--- src/rtl/mem_access_unit.sv ---
// rtl/mem_access_unit.sv - load/store unit between execute stage and a word-wide data memory
// Sub-word stores are done as read-modify-write; one request in flight at a time.
module mem_access_unit #(
   parameter int AWIDTH  = 32,
   parameter int ALENGTH = 128
) (
   input  logic              clk,
   input  logic              rst,
   input  logic              ReqValid,
   output logic              ReqReady,
   input  logic              ReqWrite,
   input  logic [1:0]        ReqSize,
   input  logic              ReqSigned,
   input  logic [AWIDTH-1:0] ReqAddr,
   input  logic [AWIDTH-1:0] ReqWData,
   output logic              RespValid,
   output logic [AWIDTH-1:0] RespData,
   output logic              RespErr,
   output logic              MemWE,
   output logic [AWIDTH-1:0] MemAddr,
   output logic [AWIDTH-1:0] MemWData,
   input  logic [AWIDTH-1:0] MemRData
);

   typedef enum logic [2:0] {S_IDLE, S_RD, S_CAP, S_WR, S_RESP} state_e;

   state_e            state_q;
   logic              write_q;
   logic              signed_q;
   logic              err_q;
   logic [1:0]        size_q;
   logic [1:0]        off_q;
   logic [AWIDTH-1:0] idx_q;
   logic [AWIDTH-1:0] wdata_q;
   logic [AWIDTH-1:0] word_q;
   logic [AWIDTH-1:0] resp_q;

   logic              req_err_d;
   logic [4:0]        lane_shift_d;
   logic [7:0]        byte_d;
   logic [15:0]       half_d;
   logic [AWIDTH-1:0] load_d;
   logic [AWIDTH-1:0] mask_d;
   logic [AWIDTH-1:0] merge_d;

   always_comb begin
      req_err_d = 1'b0;
      case (ReqSize)
         2'b01:   req_err_d = ReqAddr[0];
         2'b10:   req_err_d = |ReqAddr[1:0];
         2'b11:   req_err_d = 1'b1;
         default: req_err_d = 1'b0;
      endcase
      if ((ReqAddr >> 2) >= AWIDTH'(ALENGTH)) req_err_d = 1'b1;
   end

   // Halfwords are always aligned here, so one lane shift serves both sizes.
   assign lane_shift_d = {off_q, 3'b000};
   assign byte_d       = 8'(MemRData >> lane_shift_d);
   assign half_d       = 16'(MemRData >> lane_shift_d);

   always_comb begin
      load_d = MemRData;
      mask_d = AWIDTH'(16'hFFFF) << lane_shift_d;
      case (size_q)
         2'b00: begin
            load_d = {{(AWIDTH-8){byte_d[7] & signed_q}}, byte_d};
            mask_d = AWIDTH'(8'hFF) << lane_shift_d;
         end
         2'b01:   load_d = {{(AWIDTH-16){half_d[15] & signed_q}}, half_d};
         default: load_d = MemRData;
      endcase
      merge_d = (MemRData & ~mask_d) | ((wdata_q << lane_shift_d) & mask_d);
   end

   always_ff @(posedge clk) begin
      if (rst) begin
         state_q  <= S_IDLE;
         write_q  <= 1'b0;
         signed_q <= 1'b0;
         err_q    <= 1'b0;
         size_q   <= 2'b00;
         off_q    <= 2'b00;
         idx_q    <= '0;
         wdata_q  <= '0;
         word_q   <= '0;
         resp_q   <= '0;
      end else begin
         case (state_q)
            S_IDLE: begin
               if (ReqValid) begin
                  write_q  <= ReqWrite;
                  signed_q <= ReqSigned;
                  size_q   <= ReqSize;
                  off_q    <= ReqAddr[1:0];
                  idx_q    <= ReqAddr >> 2;
                  wdata_q  <= ReqWData;
                  word_q   <= ReqWData;
                  resp_q   <= '0;
                  err_q    <= req_err_d;
                  if (req_err_d)                         state_q <= S_RESP;
                  else if (ReqWrite && ReqSize == 2'b10) state_q <= S_WR;
                  else                                   state_q <= S_RD;
               end
            end
            S_RD:  state_q <= S_CAP;
            S_CAP: begin
               if (write_q) begin
                  word_q  <= merge_d;
                  state_q <= S_WR;
               end else begin
                  resp_q  <= load_d;
                  state_q <= S_RESP;
               end
            end
            S_WR:    state_q <= S_RESP;
            default: state_q <= S_IDLE;
         endcase
      end
   end

   // Outputs are decodes of registered state, forced quiet while reset is held.
   assign ReqReady  = !rst && state_q == S_IDLE;
   assign MemWE     = !rst && state_q == S_WR;
   assign MemAddr   = (!rst && (state_q == S_RD || state_q == S_CAP || state_q == S_WR)) ? idx_q : '0;
   assign MemWData  = MemWE ? word_q : '0;
   assign RespValid = !rst && state_q == S_RESP;
   assign RespErr   = RespValid && err_q;
   assign RespData  = (RespValid && !err_q) ? resp_q : '0;

endmodule

--- config.mk ---
export PLATFORM = sky130hd
export DESIGN_NAME = mem_access_unit
export DESIGN_NICKNAME = d
export VERILOG_FILES = /design/src/rtl/mem_access_unit.sv
export SDC_FILE = /design/constraint.sdc
export NUM_CORES = 1
export LEC_CHECK = 0
export ABC_CLOCK_PERIOD_IN_PS = 5400
export CAP_MARGIN = 20
export CORE_AREA = 2 2 113 115
export CTS_BUF_LIST = sky130_fd_sc_hd__clkbuf_4
export DETAILED_ROUTE_END_ITERATION = 8
export DIE_AREA = 0 0 115 117
export PLACE_DENSITY = 0.88
export SYNTH_ARGS = -nofsm -noshare
export SYNTH_HDL_FRONTEND = slang
export SYNTH_SLANG_ARGS = --single-unit
--- constraint.sdc ---
create_clock -name clk -period 5.4 [get_ports clk]
set_clock_uncertainty 0.15 [all_clocks]
set_input_delay 1.08 -clock clk [delete_from_list [all_inputs] [get_ports clk]]
set_output_delay 1.08 -clock clk [all_outputs]
set_load 0.01 [all_outputs]
==> run summary, run 1 <==
- **hold bufs inserted after CTS** 0
- **vias in the first global route** 5,868
- **type of element capturing the critical path** primary output
- **EDFF count, synth** 0
- **Worst Tran Pin Value** 0.978 ns
- **GRT Overall Usage** 28.8%
- **deepest clock path buffer count** 2
- **global placement routability congestion** 0.911
- **leftover overflow at the end of global routing** 0
- **IO Count** 203
- **Clock Pin Slew Worst Setup and Hold Paths** 0.10 ns
- **Leakage Power** 3.03 nW
- **Routed wire per std cell** 17.9 um
- **Period minus WS final** 4.26 ns
- **flip-flop cell with the highest count after synthesis** sky130_fd_sc_hd__dfxtp_1
- **number of violations of the max-capacitance limit** 0
- **number of vias after detailed routing** 6,487
- **Finished Layout Cells** 1,108
- **initial antenna violation count** 0
- **f_max** 235 MHz
- **master cell of the clock root buffer** sky130_fd_sc_hd__clkbuf_4
- **global-route wire length before repair** 30.2 mm
- **status** finished clean
- **fraction of final layout cells sized beyond drive strength 1** 6.37%
- **Initial Utilization** 50.8%
- **Rows** 41
- **Die X** 115 um
- **reg-to-reg setup timing slack** 2.35 ns
- **Crit path largest cell delay** 0.81 ns
- **placed insts** 1,075
- **sum of negative setup slack** 0 ns
- **most common cell after layout, fill and taps aside** sky130_fd_sc_hd__clkdlybuf4s50_1
- **detailed-route DRC error count** 0
- **detailed placement HPWL** 14.0 mm
- **Cell Area, Placed** 8220 um2
- **H-tree depth** 4
- **pin count of the biggest net entering global routing** 61
- **initial detailed-routing violation count** 631
- **cells after synthesis** 785
- **post-CTS resize count** 0
- **Syn Area/Cell** 7.96 um2
- **area of all placed cells without fillers** 8570 um2
- **clock buffer count from CTS** 17
- **Max IR drop VDD** 128 uV
- **Final Max Tran Viols** 0
- **antenna-violating nets left** 0
- **number of clock sinks seen by CTS** 120
- **number of endpoints failing setup at the final stage** 0
- **number of nets in the final layout** 1,048
- **most frequent cells in the layout** sky130_fd_sc_hd__clkdlybuf4s50_1, sky130_fd_sc_hd__nand2_1, sky130_fd_sc_hd__dfxtp_1
- **critical path peak fanout** 33
- **startpoint types** primary input
- **count of input and output buffers** 200
- **area of the placeable core** 12,300 um2
- **worst max-slew margin expressed relative to the limit** 34.8%
- **RSZ-0062 raised after global routing** no
- **part of the Yosys area used for sequential elements** 38.4%
- **Final Hold Viols** 0
- **insertion delay to the later sink of the worst-skew pair** 0.53 ns
- **Syn-to-layout area delta** 37.2%
- **overall power** 1.98 mW
- **distinct cell type count of the synthesized netlist** 50
- **diode count** 0
- **detailed-route vias per instance** 5.85
- **worst min-delay path category** reg -> reg
- **cells along the critical path** buf_4, nor2_1, and3_1, and2_1, clkdlybuf4s50_1
- **slowest stage cell, crit path** sky130_fd_sc_hd__and3_1
- **number of storage elements in the synthesis netlist** 120
- **floorplan die area** 13,500 um2
- **share of async-settable or async-resettable flops after synthesis** 0%
- **Req. time, crit path** 4.17 ns
- **post-synth design cell area** 6250 um2
- **first-pass iteration count of the detailed router** 5
- **pwr dens** 231 nW/um2
- **final wirelength** 19.9 mm
- **Synth Warn #** 0
- **share of the cycle needed by the critical path after routing** 78.9%
- **type of the worst setup path** in -> out
- **Arrival @ worst endpoint** 3.03 ns
- **buffers inserted by post-CTS timing repair** 0
- **clock tree from TritonCTS** built
- **Die Y-Extent** 117 um
state kept, by name, summed over array words and instances, names as in the netlist:
register	count
err_q	1
idx_q	30
off_q	2
resp_q	32
signed_q	1
size_q	2
state_q	3
wdata_q	16
word_q	32
write_q	1
layer usage:
| metal | wire length, um | track usage [%] | vias to the layer above |
|---|---|---|---|
| met5 | 0 | 0 | - |
| met4 | 751 | 13.9 | 0 |
| met3 | 1810 | 7.52 | 61 |
| met2 | 9180 | 46.4 | 324 |
| met1 | 8130 | 36.0 | 2980 |
| li1 | - | - | 3122 |
stage by stage:
| stage | setup slack [ns] | hold WS, ns | util (%) |
|---|---|---|---|
| after floorplan | 1.85 | 0.282 | - |
| after global placement | 1.21 | 0.287 | 66.8 |
| after detailed placement | 1.13 | 0.292 | 66.8 |
| after CTS | 1.13 | 0.306 | 69.4 |
| after global routing | 0.904 | 0.326 | 69.6 |
| final | 1.14 | 0.304 | 69.6 |
layout make-up:
type,instances,area (um2)
Fill cell,1033,3740
Timing Repair Buffer,210,2090
Multi-Input combinational cell,585,3520
Sequential cell,120,2400
Clock inverter,13,179
Tap cell,150,188
Inverter,11,41.3
Clock buffer,19,143
power by group:
| group | internal (mW) | total [mW] | switching (mW) | leakage (nW) |
|---|---|---|---|---|
| sequential | 0.926 | 0.965 | 0.0385 | 0.983 |
| combinational | 0.138 | 0.285 | 0.147 | 1.88 |
| clock | 0.375 | 0.731 | 0.357 | 0.166 |
| total | 1.44 | 1.98 | 0.543 | 3.03 |
path summary, 6_finish.rpt:
kind                               start  depth (start not counted)                 endpoint
setup reg to reg   off_q[0]$_SDFFE_PP0P_                          4  word_q[16]$_SDFFE_PP0P_
hold reg to reg   idx_q[15]$_SDFFE_PP0P_                          2   idx_q[15]$_SDFFE_PP0P_
setup / recovery                     rst                          5             MemWData[27]
hold / removal    idx_q[15]$_SDFFE_PP0P_                          2   idx_q[15]$_SDFFE_PP0P_
logic make-up after synthesis:
group / Yosys count / share of synthesized area [%]
simple gates: 316 / 24.6
compound gates: 230 / 25.1
flops: 120 / 38.4
buf+inv: 81 / 5.39
mux: 37 / 6.37
other cells: 1 / 0.0600
worst max-delay path: cells and delay by family:
| kind | cells | cell delay (ns) |
|---|---|---|
| AND/OR/NAND/NOR | 3 | 1.26 |
| buffers and inverters | 2 | 0.67 |
cell usage after synthesis, types with 2 or more instances:
cell                        number  area [um2]
sky130_fd_sc_hd__a2111oi_0       7        61.3
sky130_fd_sc_hd__a211oi_1       25         188
sky130_fd_sc_hd__a21oi_1        62         310
sky130_fd_sc_hd__a221oi_1       17         149
sky130_fd_sc_hd__a22o_1          7        61.3
sky130_fd_sc_hd__a22oi_1        23         173
sky130_fd_sc_hd__a2bb2oi_1       7        61.3
sky130_fd_sc_hd__a31o_2          7        61.3
sky130_fd_sc_hd__and2_1         97         607
sky130_fd_sc_hd__buf_1           4        15.0
sky130_fd_sc_hd__buf_2           8        40.0
sky130_fd_sc_hd__buf_4           2        15.0
sky130_fd_sc_hd__buf_6           2        22.5
sky130_fd_sc_hd__clkbuf_1       54         203
sky130_fd_sc_hd__dfxtp_1       120        2400
sky130_fd_sc_hd__inv_1          10        37.5
sky130_fd_sc_hd__mux2_2          2        22.5
sky130_fd_sc_hd__mux2i_1        33         330
sky130_fd_sc_hd__mux4_2          2        45.0
sky130_fd_sc_hd__nand2_1       129         484
sky130_fd_sc_hd__nand2b_1        5        31.3
sky130_fd_sc_hd__nand4_1         2        12.5
sky130_fd_sc_hd__nor2_1         55         206
sky130_fd_sc_hd__nor2b_1         4        25.0
sky130_fd_sc_hd__nor3_1          6        30.0
sky130_fd_sc_hd__nor4_1          6        37.5
sky130_fd_sc_hd__o211ai_1       15         113
sky130_fd_sc_hd__o21a_1          3        22.5
sky130_fd_sc_hd__o21ai_0        31         155
sky130_fd_sc_hd__o21ai_1         5        25.0
sky130_fd_sc_hd__o221ai_1        7        61.3
sky130_fd_sc_hd__o22ai_1         2        12.5
sky130_fd_sc_hd__o32a_1          8        80.1
sky130_fd_sc_hd__or3_1           2        12.5
(Power assumes the default switching activity.)
==> run 2, diff against run 1 <==
ABC_CLOCK_PERIOD_IN_PS = 4200   (was 5400)
CORE_AREA = 2 2 118 120   (was 2 2 113 115)
DIE_AREA = 0 0 120 122   (was 0 0 115 117)
PLACE_DENSITY = 0.81   (was 0.88)
clock period = 4.2 ns   (was 5.4 ns; I/O delays follow)
==> run summary, run 2 (synthesized netlist as in run 1, its figures left out) <==
- **tightest hold margin** 0.306 ns
- **Final Util** 63.2%
- **detailed placement HPWL** 14.0 mm
- **number of endpoints failing setup at the final stage** 0
- **hold bufs inserted after CTS** 0
- **Die Y-Extent** 122 um
- **H-tree depth** 4
- **status** finished clean
- **clock buffer count from CTS** 17
- **setup slack after layout** 0.609 ns
- **detailed-route vias per instance** 5.60
- **RSZ-0062 raised after global routing** no
- **area of the placeable core** 13,500 um2
- **Cell Area, Placed** 8270 um2
- **worst max-slew margin expressed relative to the limit** 33.4%
- **deepest clock path buffer count** 2
- **Die X** 120 um
- **Req. time, crit path** 3.21 ns
- **buffers inserted by post-CTS timing repair** 0
- **Final Max Tran Viols** 0
- **final wirelength** 19.8 mm
- **most common cell after layout, fill and taps aside** sky130_fd_sc_hd__clkdlybuf4s50_1
- **Initial Utilization** 46.3%
- **pwr dens** 273 nW/um2
- **worst min-delay path category** reg -> reg
- **number of nets in the final layout** 1,049
- **detailed-route DRC error count** 0
- **Fillers** 1,203
- **Met2 Routed Length** 9.08 mm
- **wire length on met3** 1.95 mm
- **antenna-violating nets left** 0
- **number of clock sinks seen by CTS** 120
- **highest signal layer in the routed design** met4
- **floorplan die area** 14,600 um2
- **master cell of the clock root buffer** sky130_fd_sc_hd__clkbuf_4
- **area of all placed cells without fillers** 8540 um2
- **global placement routability congestion** 0.877
- **overall power** 2.33 mW
- **Finished Layout Cells** 1,139
- **share of the cycle needed by the critical path after routing** 85.5%
- **fraction of final layout cells sized beyond drive strength 1** 6.26%
- **diode count** 0
- **sum of negative setup slack** 0 ns
- **most frequent cells in the layout** sky130_fd_sc_hd__clkdlybuf4s50_1, sky130_fd_sc_hd__nand2_1, sky130_fd_sc_hd__dfxtp_1
- **placed insts** 1,106
- **GRT Overall Usage** 27.3%
- **Clock Pin Slew Worst Setup and Hold Paths** 0.10 ns
- **footprint of the multi-input gates** 3520 um2
- **clock tree from TritonCTS** built
- **Max IR drop VDD** 143 uV
- **IO Count** 203
- **insertion delay to the later sink of the worst-skew pair** 0.54 ns
- **count of input and output buffers** 200
- **pre-CTS setup slack** 0.618 ns
- **number of violations of the max-capacitance limit** 0
- **Rows** 43
- **global-route wire length before repair** 31.3 mm
- **f_max** 278 MHz
- **Storage cell area** 2400 um2
- **Worst Tran Pin Value** 0.998 ns
- **vias in the first global route** 5,966
- **type of the worst setup path** reg -> out
- **pin count of the biggest net entering global routing** 87
- **Routed wire per std cell** 17.4 um
- **Period minus WS final** 3.59 ns
- **Arrival @ worst endpoint** 2.60 ns
- **type of element capturing the critical path** primary output
- **Final Hold Viols** 0
- **number of vias after detailed routing** 6,373
- **Leakage Power** 2.99 nW
- **initial antenna violation count** 0
- **post-CTS resize count** 0
- **Syn-to-layout area delta** 36.6%
- **initial detailed-routing violation count** 679
- **startpoint types** register
- **critical path peak fanout** 32
- **biggest regs** resp_q (32), word_q (32), idx_q (30)
- **met1 wire length** 8.11 mm
- **leftover overflow at the end of global routing** 0
- **first-pass iteration count of the detailed router** 6
==> run 2: cell count changes in the layout (fill, tap and decap cells not counted) <==
cell,before,now
sky130_fd_sc_hd__buf_4,10,11
sky130_fd_sc_hd__bufinv_16,4,1
sky130_fd_sc_hd__clkbuf_4,19,17
sky130_fd_sc_hd__clkinv_1,2,4
sky130_fd_sc_hd__clkinv_2,3,5
sky130_fd_sc_hd__clkinv_4,2,1
sky130_fd_sc_hd__clkinvlp_4,3,5
==> run 2: cell type report <==
class                           count  share of cell area [%]
Multi-Input combinational cell    585                    41.3
Clock inverter                     15                    1.32
Clock buffer                       17                    1.50
Tap cell                          180                    2.64
Sequential cell                   120                    28.2
Timing Repair Buffer              211                    24.6
Inverter                           11                   0.484
==> run 2: final timing paths <==
kind | depth (start not counted) | start | end | slack, ns
worst min-delay path | 2 | idx_q[6]$_SDFFE_PP0P_ | idx_q[6]$_SDFFE_PP0P_ | 0.31
worst max register to register | 4 | off_q[0]$_SDFFE_PP0P_ | word_q[16]$_SDFFE_PP0P_ | 1.19
worst min register to register | 2 | idx_q[6]$_SDFFE_PP0P_ | idx_q[6]$_SDFFE_PP0P_ | 0.31
worst max-delay path | 5 | state_q[2]$_SDFFE_PP0P_ | RespData[28] | 0.61
==> run 2: routing by layer <==
metal | GRT usage (%) | vias up
li1 | - | 3123
met1 | 34.4 | 2863
met2 | 42.9 | 338
met3 | 7.91 | 49
met4 | 12.8 | 0
met5 | 0 | -
==> run 2: critical path: stages (launching register included) <==
cell and delay [ns]:
sky130_fd_sc_hd__dfxtp_1 0.53, sky130_fd_sc_hd__nor4b_1 0.40, sky130_fd_sc_hd__nor2b_1 0.18, sky130_fd_sc_hd__buf_4 0.25
sky130_fd_sc_hd__and2_1 0.16, sky130_fd_sc_hd__clkdlybuf4s50_1 0.53
==> run 2: where the power goes <==
part | leakage (nW) | internal, mW | switching (mW) | total, mW
clock network | 0.121 | 0.280 | 0.453 | 0.733
registers | 0.983 | 1.19 | 0.0430 | 1.23
logic | 1.88 | 0.176 | 0.189 | 0.366
total | 2.99 | 1.65 | 0.685 | 2.33
==> run 3, diff against run 2 <==
--- a/config.mk
+++ b/config.mk
@@ -14,2 +14,3 @@
 export PLACE_DENSITY = 0.81
+export REMOVE_ABC_BUFFERS = 1
 export SYNTH_ARGS = -nofsm -noshare
==> constraint.sdc (replaced) <==
create_clock -name clk -period 4.2 [get_ports clk]
set_clock_uncertainty 0.15 [all_clocks]
set_input_delay 0.63 -clock clk [delete_from_list [all_inputs] [get_ports clk]]
set_output_delay 0.63 -clock clk [all_outputs]
set_load 0.01 [all_outputs]
==> run summary, run 3 (synthesized netlist as in run 1, its figures left out) <==
- **IO Count** 203
- **first-pass iteration count of the detailed router** 5
- **number of nets in the final layout** 1,051
- **detailed placement HPWL** 14.0 mm
- **clock buffer count from CTS** 17
- **Max IR drop VDD** 152 uV
- **GRT Overall Usage** 26.5%
- **leftover overflow at the end of global routing** 0
- **master cell of the clock root buffer** sky130_fd_sc_hd__clkbuf_4
- **most common cell after layout, fill and taps aside** sky130_fd_sc_hd__clkdlybuf4s50_1
- **f_max** 289 MHz
- **fraction of final layout cells sized beyond drive strength 1** 6.46%
- **clock tree from TritonCTS** built
- **type of element capturing the critical path** primary output
- **pin count of the biggest net entering global routing** 49
- **final wirelength** 19.7 mm
- **count of input and output buffers** 200
- **detailed-route vias per instance** 5.72
- **Leakage Power** 2.99 nW
- **number of vias after detailed routing** 6,525
- **initial detailed-routing violation count** 542
- **Routed wire per std cell** 17.2 um
- **sum of negative setup slack** 0 ns
- **number of violations of the max-capacitance limit** 0
- **worst max-slew margin expressed relative to the limit** 33.5%
- **Worst Tran Pin Value** 0.995 ns
- **Fillers** 1,228
- **Rows** 43
- **pwr dens** 266 nW/um2
- **Final Max Tran Viols** 0
- **Period minus WS final** 3.46 ns
- **Die Y-Extent** 122 um
- **Final Hold Viols** 0
- **detailed-route DRC error count** 0
- **status** finished clean
- **number of clock sinks seen by CTS** 120
- **initial antenna violation count** 0
- **area of all placed cells without fillers** 8520 um2
- **Cell Area, Placed** 8280 um2
- **Initial Utilization** 46.3%
- **deepest clock path buffer count** 2
- **critical path peak fanout** 30
- **floorplan die area** 14,600 um2
- **startpoint types** register
- **H-tree depth** 4
- **worst min-delay path category** reg -> reg
- **hold bufs inserted after CTS** 0
- **type of the worst setup path** reg -> out
- **share of the cycle needed by the critical path after routing** 82.5%
- **most frequent cells in the layout** sky130_fd_sc_hd__clkdlybuf4s50_1, sky130_fd_sc_hd__nand2_1, sky130_fd_sc_hd__dfxtp_1
- **post-CTS resize count** 0
- **Syn-to-layout area delta** 36.3%
- **buffers inserted by post-CTS timing repair** 0
- **number of endpoints failing setup at the final stage** 0
- **Req. time, crit path** 3.42 ns
- **diode count** 0
- **Arrival @ worst endpoint** 2.68 ns
- **area of the placeable core** 13,500 um2
- **global placement routability congestion** 0.906
- **global-route wire length before repair** 30.5 mm
- **antenna-violating nets left** 0
- **Clock Pin Slew Worst Setup and Hold Paths** 0.10 ns
- **Die X** 120 um
- **RSZ-0062 raised after global routing** no
- **vias in the first global route** 6,015
- **insertion delay to the later sink of the worst-skew pair** 0.52 ns
- **biggest regs** resp_q (32), word_q (32), idx_q (30)
-- run 3: cell count changes in the layout (fill, tap and decap cells not counted), sizes merged --
cell | previous run | this run
buf | 12 | 14
clkinvlp | 5 | 3
bufinv | 1 | 0
clkbuf | 17 | 20
clkinv | 10 | 9
-- run 3: worst max-delay path: stages (launching register included) --
cell                              delay [ns]
sky130_fd_sc_hd__dfxtp_1                0.43
sky130_fd_sc_hd__nor2_1                 0.28
sky130_fd_sc_hd__o21a_1                 0.67
sky130_fd_sc_hd__and2_1                 0.24
sky130_fd_sc_hd__clkdlybuf4s50_1        0.54
-- run 3: routing by layer --
metal / global-route usage [%] / routed length (um) / vias up / part of all wire (%)
met1: 33.3 / 8190 / 3034 / 42
li1: - / - / 3115 / -
met4: 12.6 / 740 / 0 / 3.8
met5: 0 / 0 / - / 0
met2: 41.3 / 8870 / 317 / 45
met3: 8.38 / 1860 / 59 / 9.5
-- run 3: layout make-up --
cell class                 instances  area [um2]  share of cell area [%]
multi-input combinational        585        3520                    41.4
tap                              180         225                    2.64
clock inverter                    11        60.1                   0.705
inverter                          11        41.3                   0.485
timing repair buffer             213        2120                    24.8
sequential                       120        2400                    28.2
clock buffer                      20         150                    1.76
-- run 3: path summary, 6_finish.rpt --
path                                 from                 endpoint  slack, ns  cells past startpoint
setup / recovery  state_q[2]$_SDFFE_PP0P_              MemAddr[11]       0.74                      4
hold / removal      idx_q[5]$_SDFFE_PP0P_    idx_q[5]$_SDFFE_PP0P_       0.31                      2
setup reg to reg    off_q[0]$_SDFFE_PP0P_  resp_q[22]$_SDFFE_PP0P_       1.51                      4
hold reg to reg     idx_q[5]$_SDFFE_PP0P_    idx_q[5]$_SDFFE_PP0P_       0.31                      2
-- run 3: report_power, final --
group	total, mW	internal (mW)	switching, mW
registers	1.24	1.19	0.0478
clock network	0.664	0.239	0.425
logic	0.364	0.178	0.186
-- run 3: stage by stage --
| step | setup WS (ns) | power, mW | instances | utilization [%] | hold WS [ns] |
|---|---|---|---|---|---|
| global route | 0.443 | 2.37 | 1140 | 63.1 | 0.327 |
| global placement | 0.950 | 1.62 | 1108 | 61.3 | 0.293 |
| finish | 0.736 | 2.27 | 1140 | 63.1 | 0.310 |
| CTS | 0.677 | 2.28 | 1139 | 62.9 | 0.311 |
| detailed placement | 0.792 | 1.62 | 1108 | 61.3 | 0.296 |
| floorplan | 0.263 | 1.42 | 716 | - | 0.276 |
